`src/rtl/multi_cycle_ctrl_pkg.sv`:
```
// Shared definitions for the multi-cycle controller: state encoding, ISA field constants, ALU codes.
package multi_cycle_ctrl_pkg;

    typedef enum logic [3:0] {
        S_IDLE,
        S_FETCH,
        S_DECODE,
        S_EXEC_R,
        S_EXEC_I,
        S_MEM_ADDR,
        S_MEM_RD,
        S_MEM_WR,
        S_WB_R,
        S_WB_MEM,
        S_BRANCH,
        S_JUMP,
        S_HALT
    } state_t;

    localparam logic [5:0] OP_RTYPE = 6'b000000;
    localparam logic [5:0] OP_ADDI  = 6'b001000;
    localparam logic [5:0] OP_LW    = 6'b100011;
    localparam logic [5:0] OP_SW    = 6'b101011;
    localparam logic [5:0] OP_BEQ   = 6'b000100;
    localparam logic [5:0] OP_J     = 6'b000010;

    localparam logic [5:0] FN_ADD = 6'b100000;
    localparam logic [5:0] FN_SUB = 6'b100010;
    localparam logic [5:0] FN_AND = 6'b100100;
    localparam logic [5:0] FN_OR  = 6'b100101;
    localparam logic [5:0] FN_SLT = 6'b101010;

    localparam logic [2:0] ALU_ADD = 3'b010;
    localparam logic [2:0] ALU_SUB = 3'b110;
    localparam logic [2:0] ALU_AND = 3'b000;
    localparam logic [2:0] ALU_OR  = 3'b001;
    localparam logic [2:0] ALU_SLT = 3'b111;

    localparam logic [1:0] FAULT_NONE    = 2'b00;
    localparam logic [1:0] FAULT_ILLEGAL = 2'b01;
    localparam logic [1:0] FAULT_TIMEOUT = 2'b10;

    // Returns {legal, alu_code}; unknown functs map to {0, ALU_AND}.
    function automatic logic [3:0] funct_to_alu(input logic [5:0] funct);
        case (funct)
            FN_ADD:  return {1'b1, ALU_ADD};
            FN_SUB:  return {1'b1, ALU_SUB};
            FN_AND:  return {1'b1, ALU_AND};
            FN_OR:   return {1'b1, ALU_OR};
            FN_SLT:  return {1'b1, ALU_SLT};
            default: return {1'b0, ALU_AND};
        endcase
    endfunction

endpackage

```
`src/rtl/alu_ctrl_dec.sv`:
```
// ALU operation select from the controller state, with the Funct field consulted only in EXEC_R.
module alu_ctrl_dec
    import multi_cycle_ctrl_pkg::*;
(
    input  state_t      state,
    input  logic [5:0]  funct,
    output logic [2:0]  alu_ctrl,
    output logic        funct_ok
);

    logic [3:0] funct_dec;

    always_comb begin
        funct_dec = funct_to_alu(funct);
        funct_ok  = funct_dec[3];
        alu_ctrl  = ALU_AND;
        case (state)
            S_FETCH, S_DECODE, S_EXEC_I, S_MEM_ADDR: alu_ctrl = ALU_ADD;
            S_BRANCH:                                alu_ctrl = ALU_SUB;
            S_EXEC_R:                                alu_ctrl = funct_dec[2:0];
            default:                                 alu_ctrl = ALU_AND;
        endcase
    end

endmodule

```
`src/rtl/multi_cycle_ctrl.sv`:
```
// Moore control FSM for a multi-cycle MIPS-style datapath with memory-wait timeout and fault halt.
module multi_cycle_ctrl
    import multi_cycle_ctrl_pkg::*;
#(
    parameter int MEM_TIMEOUT = 16
) (
    input  logic        Clock,
    input  logic        Reset,
    input  logic [5:0]  Opcode,
    input  logic [5:0]  Funct,
    input  logic        Zero,
    input  logic        MemReady,
    output logic        PCEn,
    output logic [1:0]  PCSrc,
    output logic        IRWrite,
    output logic        RegWrite,
    output logic        RegDst,
    output logic        MemToReg,
    output logic        MemRead,
    output logic        MemWrite,
    output logic        ALUSrcA,
    output logic [1:0]  ALUSrcB,
    output logic [2:0]  ALUCtrl,
    output logic        Halt,
    output logic [1:0]  FaultCode,
    output logic [31:0] InstCount
);

    localparam int WW = $clog2(MEM_TIMEOUT + 1);
    localparam logic [WW-1:0] WAIT_LAST = WW'(MEM_TIMEOUT - 1);

    state_t         state_reg;
    logic [WW-1:0]  wait_reg;
    logic           is_load_reg;
    logic [1:0]     fault_reg;
    logic [31:0]    count_reg;
    logic [2:0]     alu_ctrl;
    logic           funct_ok;
    logic           pc_write;

    alu_ctrl_dec u_alu_ctrl_dec (
        .state    (state_reg),
        .funct    (Funct),
        .alu_ctrl (alu_ctrl),
        .funct_ok (funct_ok)
    );

    always_ff @(posedge Clock) begin
        if (Reset) begin
            state_reg   <= S_IDLE;
            wait_reg    <= '0;
            is_load_reg <= 1'b0;
            fault_reg   <= FAULT_NONE;
            count_reg   <= '0;
        end else begin
            case (state_reg)
                S_IDLE:  state_reg <= S_FETCH;
                S_FETCH: state_reg <= S_DECODE;
                S_DECODE: begin
                    // Remember lw vs sw so WB_MEM and MEM_ADDR never look back at the IR.
                    is_load_reg <= (Opcode == OP_LW);
                    case (Opcode)
                        OP_RTYPE:     state_reg <= S_EXEC_R;
                        OP_ADDI:      state_reg <= S_EXEC_I;
                        OP_LW, OP_SW: state_reg <= S_MEM_ADDR;
                        OP_BEQ:       state_reg <= S_BRANCH;
                        OP_J:         state_reg <= S_JUMP;
                        default: begin
                            state_reg <= S_HALT;
                            fault_reg <= FAULT_ILLEGAL;
                        end
                    endcase
                end
                S_EXEC_R: begin
                    if (funct_ok) begin
                        state_reg <= S_WB_R;
                    end else begin
                        state_reg <= S_HALT;
                        fault_reg <= FAULT_ILLEGAL;
                    end
                end
                S_EXEC_I: state_reg <= S_WB_MEM;
                S_MEM_ADDR: begin
                    wait_reg  <= '0;
                    state_reg <= is_load_reg ? S_MEM_RD : S_MEM_WR;
                end
                S_MEM_RD, S_MEM_WR: begin
                    if (MemReady) begin
                        if (state_reg == S_MEM_RD) begin
                            state_reg <= S_WB_MEM;
                        end else begin
                            state_reg <= S_FETCH;
                            count_reg <= count_reg + 32'd1;
                        end
                    end else if (wait_reg == WAIT_LAST) begin
                        state_reg <= S_HALT;
                        fault_reg <= FAULT_TIMEOUT;
                    end else begin
                        wait_reg <= wait_reg + WW'(1);
                    end
                end
                S_WB_R, S_WB_MEM, S_BRANCH, S_JUMP: begin
                    state_reg <= S_FETCH;
                    count_reg <= count_reg + 32'd1;
                end
                S_HALT:  state_reg <= S_HALT;
                default: state_reg <= S_IDLE;
            endcase
        end
    end

    always_comb begin
        pc_write = 1'b0;
        PCSrc    = 2'b00;
        IRWrite  = 1'b0;
        RegWrite = 1'b0;
        RegDst   = 1'b0;
        MemToReg = 1'b0;
        MemRead  = 1'b0;
        MemWrite = 1'b0;
        ALUSrcA  = 1'b0;
        ALUSrcB  = 2'b00;
        case (state_reg)
            S_FETCH: begin
                MemRead  = 1'b1;
                IRWrite  = 1'b1;
                ALUSrcB  = 2'b01;
                pc_write = 1'b1;
            end
            S_DECODE:               ALUSrcB = 2'b11;
            S_EXEC_R:               ALUSrcA = 1'b1;
            S_EXEC_I, S_MEM_ADDR: begin
                ALUSrcA = 1'b1;
                ALUSrcB = 2'b10;
            end
            S_MEM_RD:               MemRead = 1'b1;
            S_MEM_WR:               MemWrite = 1'b1;
            S_WB_R: begin
                RegWrite = 1'b1;
                RegDst   = 1'b1;
            end
            S_WB_MEM: begin
                RegWrite = 1'b1;
                MemToReg = is_load_reg;
            end
            S_BRANCH: begin
                ALUSrcA = 1'b1;
                PCSrc   = 2'b01;
            end
            S_JUMP: begin
                pc_write = 1'b1;
                PCSrc    = 2'b10;
            end
            default: ;
        endcase
    end

    assign PCEn      = pc_write | ((state_reg == S_BRANCH) & Zero);
    assign ALUCtrl   = alu_ctrl;
    assign Halt      = (state_reg == S_HALT);
    assign FaultCode = fault_reg;
    assign InstCount = count_reg;

endmodule

```
`config.mk`:
```
export PLATFORM = sky130hd
export DESIGN_NAME = multi_cycle_ctrl
export DESIGN_NICKNAME = d
export VERILOG_FILES = /design/src/rtl/multi_cycle_ctrl_pkg.sv /design/src/rtl/alu_ctrl_dec.sv /design/src/rtl/multi_cycle_ctrl.sv
export SDC_FILE = /design/constraint.sdc
export NUM_CORES = 1
export LEC_CHECK = 0
export BUFFER_PORTS_ARGS = -buffer_cell sky130_fd_sc_hd__buf_2
export CELL_PAD_IN_SITES_DETAIL_PLACEMENT = 1
export CELL_PAD_IN_SITES_GLOBAL_PLACEMENT = 1
export CORE_UTILIZATION = 38
export DETAILED_ROUTE_END_ITERATION = 16
export PLACE_DENSITY_LB_ADDON = 0.08
export SYNTH_ARGS = -nofsm -noshare
export SYNTH_HDL_FRONTEND = slang
export SYNTH_SLANG_ARGS = --single-unit
```
`constraint.sdc`:
```
create_clock -name Clock -period 2 [get_ports Clock]
set_input_delay 0.2 -clock Clock [delete_from_list [all_inputs] [get_ports Clock]]
set_output_delay 0.2 -clock Clock [all_outputs]
set_load 0.1 [all_outputs]
```
==> out/results.txt <==
Initial DRT Pass Iterations = 4
Reg2reg path depth = 4
R2R Setup Slk = 80 ps
Ys flop type = dfxtp_1
Crit end category = output pin
Total negative slack = -98.5 ps
DRC = 0
Hold Path Cell Cnt = 4
Max reg flops = 32
Antenna violations before repair = 0
Combinational group share of total power = 0.481
Port buffer count = 65
Vias in the first global route = 2,830
Sequential area share after synthesis = 0.324
Dpl cells = 499
Total clock buffers created by CTS = 5
CP bufs+invs = 1
Worst r2r src = InstCount[5]$_SDFFE_PP0P_
Fin crit share = 1.05
Most frequent cells in the layout = buf_2 (51), nor2_1 (30), buf_4 (23)
Setup-failing EPs final = 1
# rows = 30
Layout cells sized above 1 = 0.420
Hold Violations, Final = 0
Relative slew slack = 0.526
Vias per cell = 5.66
WL/cell = 16.5 um
Die area = 0.00750 sq mm
Part of the power in the clock network = 0.195
Int Power = 1.61 mW
Mapped cell area = 0.00272 sq mm
Total power = 2.84 mW
Period minus WS final = 2100 ps
Drt total wl = 8400 um
Die Y = 86.6 um
Synth cell types = 55
Number of synthesized flops with an enable pin = 0
P_leak = 1.49 nW
Worst Path Required = 1800 ps
Antenna Nets Post-Route = 0
Core ar. = 0.00687 sq mm
Syn Inst Count = 340
Ys async rst share = 0
Clock Skew = 9.78 ps
Antenna cells = 0
Worst-Skew Late Latency = 300 ps
First-pass GRT wire length = 13,800 um
Post-layout instance area = 0.00377 sq mm
FF/Latch Area = 963 sq um
Die X = 86.6 um
Data arrival, critical path = 1900 ps
Worst slack at placement = 98.7 ps
Slowest cell on the critical path = or4_4
Largest stage delay, worst path = 500 ps
CTS tree = built
Setup CP Type = register to output pin
Power Density = 751 mW/mm^2
Synthesized flop and latch total = 44
Hold worst-path end = is_load_reg$_SDFFE_PP0P_
P&R area growth vs syn = 38.8%
H-tree depth = 2
Worst vdd ir = 0.458 mV
Flop pwr share = 0.324
Max-cap viol count = 0
RSZ-0062 raised after global routing = yes
Achievable Freq = 0.477 GHz
Avg Cell Area, Syn = 8.00 sq um
Total GRT Usage = 0.230
Hold path start = Opcode[4]
Starting DRT DRC Count = 124
Final HPWL DP = 6190 um
GPL Wtd Cong = 0.807
Largest net degree at the start of global routing = 52
Top Ports = 66
Hold crit path type = primary input to register
NetSw = 1.23 mW
Least-Margin Pin Slew = 703 ps
CP Cell Sequence = nand2b_4 -> or3_4 -> or4_4 -> nand3_4 -> buf_12
Outcome = complete, but fails checks
Syn Nets = 359
Gr ovfl total = 0
Post-CTS Hold Buffers = 0
Post-Layout Cell Count = 508
Critical R2R Capture = InstCount[25]$_SDFFE_PP0P_
Crit-path leading delay family = simple AND/OR/NAND/NOR gates
Fill count = 851
Startpoint types = register
Nets = 430
Max clock buf depth = 2
Placed instance area = 0.00363 sq mm
Via count = 2,873
Most common cell after layout, fill and taps aside = buf_2
Multi-input logic area = 0.00184 sq mm
Clock slew at reported path FFs = 80 ps
Root buffer cell = clkbuf_8
Initial core utilization = 0.396
Switch share = 0.434
Max-slew violation count = 0
Synth warn = 0
Failing checks = negative setup slack
Critical path fanouts, max = 2
Num Clock Sinks = 44
Worst setup margin = -98.5 ps
-- power by group through the flow --
stage / clock network (mW) / logic [mW] / registers (mW)
final: 0.553 / 1.36 / 0.918
after CTS: 0.570 / 1.33 / 0.915
after global placement: 0 / 1.30 / 0.929
after detailed placement: 0 / 1.32 / 0.932
after floorplan: 0 / 0.805 / 0.984
after global routing: 0.609 / 1.42 / 0.923
-- metal layers --
| metal | share of wire | GRT usage |
|---|---|---|
| met1 | 0.50 | 0.329 |
| met2 | 0.47 | 0.361 |
| met5 | 0 | 0 |
| met3 | 0.035 | 0.0390 |
| met4 | 0.0030 | 0.0515 |
-- what timing repair did --
| action | in CTS | in global routing |
|---|---|---|
| setup endpoints to repair | 3 | 9 |
| pin swaps | 0 | 1 |
| setup buffers | 0 | 2 |
| gates resized for setup | 7 | 8 |
-- cell type report --
class | count | share of cell area
Multi-Input combinational cell | 262 | 0.488
Sequential cell | 44 | 0.255
Tap cell | 96 | 0.0318
Clock buffer | 7 | 0.0202
Timing Repair Buffer | 90 | 0.196
Inverter | 8 | 0.00795
Clock inverter | 1 | 0.00133
-- worst register-to-register path, cell delays in order, from the launching register on --
cell	delay [ps]
dfxtp_4	380
and4_1	370
nand4_1	310
nor4_1	370
mux2_2	370
-- synthesized netlist by cell type (all sizes together), types with 2 or more instances --
cell / count / share of area
dfxtp: 44 / 0.32
ha: 3 / 0.014
or4b: 3 / 0.011
clkbuf: 12 / 0.017
a311oi: 2 / 0.0064
or4: 11 / 0.030
nand2: 23 / 0.033
nor3: 6 / 0.011
mux2i: 2 / 0.0074
o41ai: 2 / 0.0064
buf: 14 / 0.028
o31ai: 10 / 0.028
nor2b: 18 / 0.041
nor2: 33 / 0.046
and2: 4 / 0.0092
and3b: 2 / 0.0064
or3: 7 / 0.016
o21ai: 9 / 0.017
a31oi: 3 / 0.0069
xor2: 3 / 0.0097
and4: 7 / 0.023
nand3: 14 / 0.026
a21oi: 23 / 0.042
mux2: 17 / 0.070
inv: 8 / 0.011
nor4: 15 / 0.034
a22oi: 4 / 0.016
nand2b: 5 / 0.011
nand3b: 3 / 0.0083
and3: 3 / 0.0069
nand4: 12 / 0.028
-- how the worst max path moves through the flow --
stage	from	end	slack [ps]	cells after the start
finish	state_reg[3]$_SDFFE_PP0P_	ALUCtrl[1]	-100	5
floorplan	state_reg[2]$_SDFFE_PP0P_	ALUSrcB[1]	-450	5
global placement	state_reg[3]$_SDFFE_PP0P_	ALUCtrl[1]	130	5
detailed placement	state_reg[3]$_SDFFE_PP0P_	ALUCtrl[1]	100	5
global route	state_reg[3]$_SDFFE_PP0P_	ALUCtrl[1]	-150	5
CTS	state_reg[3]$_SDFFE_PP0P_	ALUCtrl[1]	-140	5
-- stage by stage --
stage / hold WS [ps] / utilization
2_1_floorplan: 443 / -
5_1_grt: 353 / 0.550
4_1_cts: 309 / 0.542
3_5_place_dp: 487 / 0.528
6_report: 315 / 0.550
3_3_place_gp: 472 / 0.528
-- cell families after synthesis --
group	share of synthesized area
simple gates	0.352
compound gates	0.160
flops	0.324
buf+inv	0.0561
mux	0.0777
xor+xnor	0.0129
fa+ha+maj	0.0175
Power figures use the tool's default switching activity.
